$ cat config.mk
export PLATFORM = sky130hd
export DESIGN_NAME = store_buffer
export DESIGN_NICKNAME = d
export VERILOG_FILES = /design/src/rtl/store_buffer.sv
export SDC_FILE = /design/constraint.sdc
export NUM_CORES = 1
export LEC_CHECK = 0
export ABC_AREA = 1
export CAP_MARGIN = 40
export CELL_PAD_IN_SITES_DETAIL_PLACEMENT = 0
export CELL_PAD_IN_SITES_GLOBAL_PLACEMENT = 2
export CORE_ASPECT_RATIO = 0.9
export CORE_UTILIZATION = 25
export CTS_BUF_LIST = sky130_fd_sc_hd__clkbuf_8
export DETAILED_ROUTE_END_ITERATION = 8
export PLACE_DENSITY_LB_ADDON = 0.1
export SETUP_SLACK_MARGIN = 0.15
export SLEW_MARGIN = 20
export SYNTH_ARGS = -nofsm -noshare
export SYNTH_HDL_FRONTEND = slang
export SYNTH_SLANG_ARGS = --single-unit
$ cat constraint.sdc
create_clock -name clk -period 7.53 [get_ports clk]
set_input_delay 1.8825 -clock clk [delete_from_list [all_inputs] [get_ports clk]]
set_output_delay 1.8825 -clock clk [all_outputs]
set_load 0.01 [all_outputs]
$ cat src/rtl/store_buffer.sv
// -----------------------------------------------------------------------------
// store_buffer
//
// Write-back store queue between the MEM stage and the data memory. Word
// stores are queued in an in-order circular FIFO and drained one per cycle
// into the data memory's single shared address port.
//
// Port arbitration:
//   - A load normally owns the port.
//   - The buffer writes its head entry on any cycle without a load.
//   - If loads have blocked draining for STARVE_LIMIT consecutive cycles, the
//     buffer takes the port and the load is stalled (ld_stall) for one cycle.
//
// Loads whose word address matches a queued entry see that entry's data on
// fwd_data. If several entries match, the youngest one is returned.
//
// Handshake: a store transfers on a rising edge where st_valid && st_ready.
// st_ready depends only on the occupancy. A full buffer refuses a store even
// on a cycle where it also drains.
//
// Ports:
//   clk, reset            clock (rising edge), async active-low reset
//   st_valid/st_pc/st_addr/st_data/st_ready   store enqueue side
//   ld_valid/ld_addr      load lookup and port request
//   ld_stall              load must repeat next cycle (forced drain)
//   fwd_hit/fwd_data      forwarding result for ld_addr
//   empty                 no entries queued
//   dm_we/dm_pc/dm_addr/dm_wdata  shared data memory port
// -----------------------------------------------------------------------------
module store_buffer #(
    parameter int DEPTH        = 4,
    parameter int STARVE_LIMIT = 8
) (
    input  logic        clk,
    input  logic        reset,
    input  logic        st_valid,
    input  logic [31:0] st_pc,
    input  logic [31:0] st_addr,
    input  logic [31:0] st_data,
    output logic        st_ready,
    input  logic        ld_valid,
    input  logic [31:0] ld_addr,
    output logic        ld_stall,
    output logic        fwd_hit,
    output logic [31:0] fwd_data,
    output logic        empty,
    output logic        dm_we,
    output logic [31:0] dm_pc,
    output logic [31:0] dm_addr,
    output logic [31:0] dm_wdata
);

    localparam int PTR_W = $clog2(DEPTH);
    localparam int CNT_W = PTR_W + 1;
    localparam int STV_W = $clog2(STARVE_LIMIT + 1);

    // Entry storage. The payload is not reset; only the valid bits are.
    logic [31:0]      ent_pc   [DEPTH];
    logic [29:0]      ent_addr [DEPTH];
    logic [31:0]      ent_data [DEPTH];
    logic [DEPTH-1:0] ent_valid;

    logic [PTR_W-1:0] head;
    logic [PTR_W-1:0] tail;
    logic [CNT_W-1:0] count;
    logic [STV_W-1:0] starve;

    logic             force_drain;
    logic             drain;
    logic             push;
    logic [PTR_W-1:0] fwd_idx;

    assign empty       = (count == '0);
    assign st_ready    = (count != CNT_W'(DEPTH));
    assign force_drain = (starve == STV_W'(STARVE_LIMIT)) && !empty;
    assign drain       = !empty && (!ld_valid || force_drain);
    assign push        = st_valid && st_ready;

    assign ld_stall = ld_valid && force_drain;
    assign dm_we    = drain;
    assign dm_addr  = drain ? {ent_addr[head], 2'b00} : ld_addr;
    assign dm_pc    = drain ? ent_pc[head]   : 32'h0;
    assign dm_wdata = drain ? ent_data[head] : 32'h0;

    // Walk entries oldest to youngest so that the last match wins, giving the
    // youngest matching store. The entry draining this cycle is still valid.
    always_comb begin
        fwd_hit  = 1'b0;
        fwd_data = 32'h0;
        fwd_idx  = head;
        for (int i = 0; i < DEPTH; i++) begin
            fwd_idx = head + PTR_W'(i);
            if (ent_valid[fwd_idx] && (ent_addr[fwd_idx] == ld_addr[31:2])) begin
                fwd_hit  = 1'b1;
                fwd_data = ent_data[fwd_idx];
            end
        end
    end

    // Control state: pointers, occupancy, valid bits and the starve counter.
    always_ff @(posedge clk or negedge reset) begin
        if (!reset) begin
            head      <= '0;
            tail      <= '0;
            count     <= '0;
            starve    <= '0;
            ent_valid <= '0;
        end else begin
            // The push and pop slots never coincide. An empty buffer cannot pop
            // and a full buffer cannot push.
            if (push) begin
                ent_valid[tail] <= 1'b1;
                tail            <= tail + PTR_W'(1);
            end
            if (drain) begin
                ent_valid[head] <= 1'b0;
                head            <= head + PTR_W'(1);
            end

            case ({push, drain})
                2'b10:   count <= count + CNT_W'(1);
                2'b01:   count <= count - CNT_W'(1);
                default: count <= count;
            endcase

            // A forced drain is also a drain, so the counter clears on that
            // cycle and then starts counting again.
            if (drain || empty) begin
                starve <= '0;
            end else if (ld_valid && (starve != STV_W'(STARVE_LIMIT))) begin
                starve <= starve + STV_W'(1);
            end
        end
    end

    // Payload write. The address is held as a word address.
    always_ff @(posedge clk) begin
        if (push) begin
            ent_pc[tail]   <= st_pc;
            ent_addr[tail] <= st_addr[31:2];
            ent_data[tail] <= st_data;
        end
    end

endmodule

==> flow_metrics.tcl <==
set metrics [dict create \
    period_minus_slack_ns 6.99 \
    final_cell_mix "1087 x nand2_1, 376 x edfxtp_1, 332 x o21ai_0" \
    cts_resized 0 \
    end_kind "output port" \
    final_util 0.313 \
    finalHoldViolCount 0 \
    p_sw_uw 5930 \
    power_uw 12000 \
    tightest_slew_ns 0.934 \
    grt.total_usage 0.188 \
    power_per_cell_area_nw_per_um2 421 \
    portBuffers 262 \
    post-route-drc-count 0 \
    fin_crit_sh 0.928 \
    ys_seq_area_frac 0.504 \
    fmax_ghz 0.143 \
    clock_sinks 391 \
    place_area_um2 27100 \
    postLayoutCellArea_um2 28600 \
    initial_core_util 0.253 \
    post_cts_buffers 0 \
    hold_depth 1 \
    final_nets 3350 \
    rsz0062_at_grt "false" \
    die_area_um2 93800 \
    clock_path_buffers 3 \
    whs_endpoint "starve[0]$_DFFE_PN0P_" \
    grt_max_degree 189 \
    ant_nets 0 \
    clk_pin_slew_ns 0.06 \
    num_rows 105 \
    finalSetupViolCount 0 \
    cp_top_family "buffers and inverters" \
    syn_to_final_growth_pct 23.7 \
    wl_per_cell_um 19.8 \
    ios 265 \
    drtPass1Iterations 6 \
    syn_area_um2 23100 \
    r2r_setup_slack_ns 4.73 \
    seq_power_share 0.251 \
    crit_buf_inv 4 \
    dp_hpwl_um 57100 \
    crit_slowest_cell "clkdlybuf4s50_1" \
    cts_buffers 79 \
    pwr-share-comb 0.570 \
    drv_cap 0 \
    yosys.area.top_type "edfxtp_1" \
    grt_pass1_wl_um 130000 \
    grt_pass1_vias 20000 \
    ff2ff_path_depth 6 \
    overflow 0 \
    crit_type "in -> out" \
    finClkSkew_ns 0.0303 \
    worst_r2r_endpoint "ent_data[3][10]$_DFFE_PP_" \
    final_common_cell "nand2_1" \
    hold_path.class "reg -> reg" \
    root_buffer "clkbuf_8" \
    antenna_found_initial 12 \
    die_x_um 323 \
    hold_ws_ns 0.483 \
    min-delay-start "starve[0]$_DFFE_PN0P_" \
    final_layout_size_suffix_gt1_frac 0.0499 \
    die_h_um 291 \
    drt_iter0_markers 1300 \
    critPathMostFrequentCell "nand2_1" \
    drt_wl_total_um 89100 \
    synth_area_leaders "edfxtp_1 49%, nand2_1 18%, o21ai_0 7.2%" \
    worstPathMaxFanout 13 \
    clk_latency_ns 0.71 \
    synth_cell_types 32 \
    cts_tree "done" \
    swShare 0.492 \
    syn-num-nets 3141 \
    vdd_drop_max_v 0.000554 \
    clkPwrFrac 0.179 \
    coreArea_um2 91400 \
    slowest_delay_ns 0.62 \
    vias_per_cell 4.63 \
    synth_warnings 0 \
    htree_num_levels 3 \
    synth_area_per_cell_um2 7.72 \
    place_congestion 0.838 \
    vias 20900 \
    hold_buffers 0 \
    arrival_ns 5.11 \
    crit_path_start_kind "input port" \
    cellInternalPower_uw 6110 \
    reg2reg_from "count[0]$_DFFE_PN0P_" \
    slew_headroom 0.371 \
    power.leakage_uw 0.0120 \
    status "finished clean" \
    final.setup.tns_ns 0 \
    drv_slew 0 \
    ys_ff_latch 391 \
    netlist.area_leader.share 0.488 \
    cp_cell_sequence "clkdlybuf4s50_1 -> inv_1 -> nand2_1 -> nand2_1 -> nand2_1 -> nor2_1 -> nand2_1 -> nor2_1 -> nand2_1 -> nand2_2 -> buf_12 -> nand2_1 -> nand2_1 -> nand2_1 -> nand2_1 -> clkdlybuf4s50_1" \
    synth_cells 2997 \
    n_fill_cell 9791 \
    required_ns 5.65 \
]
## cells in the mapped netlist, drive strengths merged
cell and count:
nand3b 2, edfxtp 376, or2 2, dfrtp 15, clkinv 1, o21ai 349
buf 103, fa 1, clkbuf 75, a21oi 58, nor2 177, nand3 318
ha 11, nor3 10, o21a 1, xor2 16, nand4 18, o211ai 48
mux2i 2, and2 3, nand2 1088, xnor2 3, inv 284, o22ai 36
## routing by layer
metal	GRT usage	vias to the layer above	share of wire	routed length (um)
met1	0.255	9853	0.47	42000
met2	0.295	472	0.45	39700
met3	0.0443	133	0.055	4940
met5	0	-	0.0013	116
li1	-	10400	-	-
met4	0.0584	18	0.027	2400
## logic make-up after synthesis
kind of cell / after synthesis / synth area share
fa+ha+maj: 12 / 0.00681
mux: 2 / 0.000865
simple gates: 1618 / 0.284
buf+inv: 463 / 0.0838
compound gates: 492 / 0.114
xor+xnor: 19 / 0.00719
flops: 391 / 0.504
## how the worst max path moves through the flow
stage                              from                  endpoint  slack, ns  cells after the start
finish                      ld_addr[18]               fwd_data[3]       0.54                     16
detailed placement          ld_addr[18]               fwd_data[3]       0.52                     16
global route        head[0]$_DFFE_PN0N_              fwd_data[10]       0.32                     20
floorplan                      st_valid  ent_addr[0][0]$_DFFE_PP_       0.97                      2
CTS                         ld_addr[18]               fwd_data[3]       0.50                     16
global placement            ld_addr[14]              fwd_data[30]       0.43                     12
## flip-flops by register name, indices dropped and copies added (netlist names)
register / count
count: 3
ent_addr: 120
ent_data: 128
ent_pc: 128
ent_valid: 4
head: 2
starve: 4
tail: 2
## metrics by stage
stage,setup slack (ns),cells
5_1_grt,0.317,4499
4_1_cts,0.501,4496
2_1_floorplan,0.968,2997
6_report,0.539,4501
3_3_place_gp,0.431,4349
3_5_place_dp,0.516,4354
## power groups by stage
stage	clock network [uW]	registers [uW]	logic, uW
4_1_cts	2260	3020	6940
6_report	2160	3020	6860
5_1_grt	2320	3060	7730
3_3_place_gp	0	3060	6850
3_5_place_dp	0	3070	6910
2_1_floorplan	0	3080	4380
## cell type report
cell class / instances / area [um2] / area share
clock inverters: 63 / 422 / 0.0147
repair buffers: 306 / 3210 / 0.112
inverters: 285 / 1080 / 0.0376
diodes: 4 / 10.0 / 0.000350
flip-flops and latches: 391 / 11700 / 0.408
multi-input cells: 2143 / 9600 / 0.336
clock buffers: 79 / 1090 / 0.0380
well taps: 1230 / 1540 / 0.0538
No activity file was read; power rests on OpenSTA's default activity.
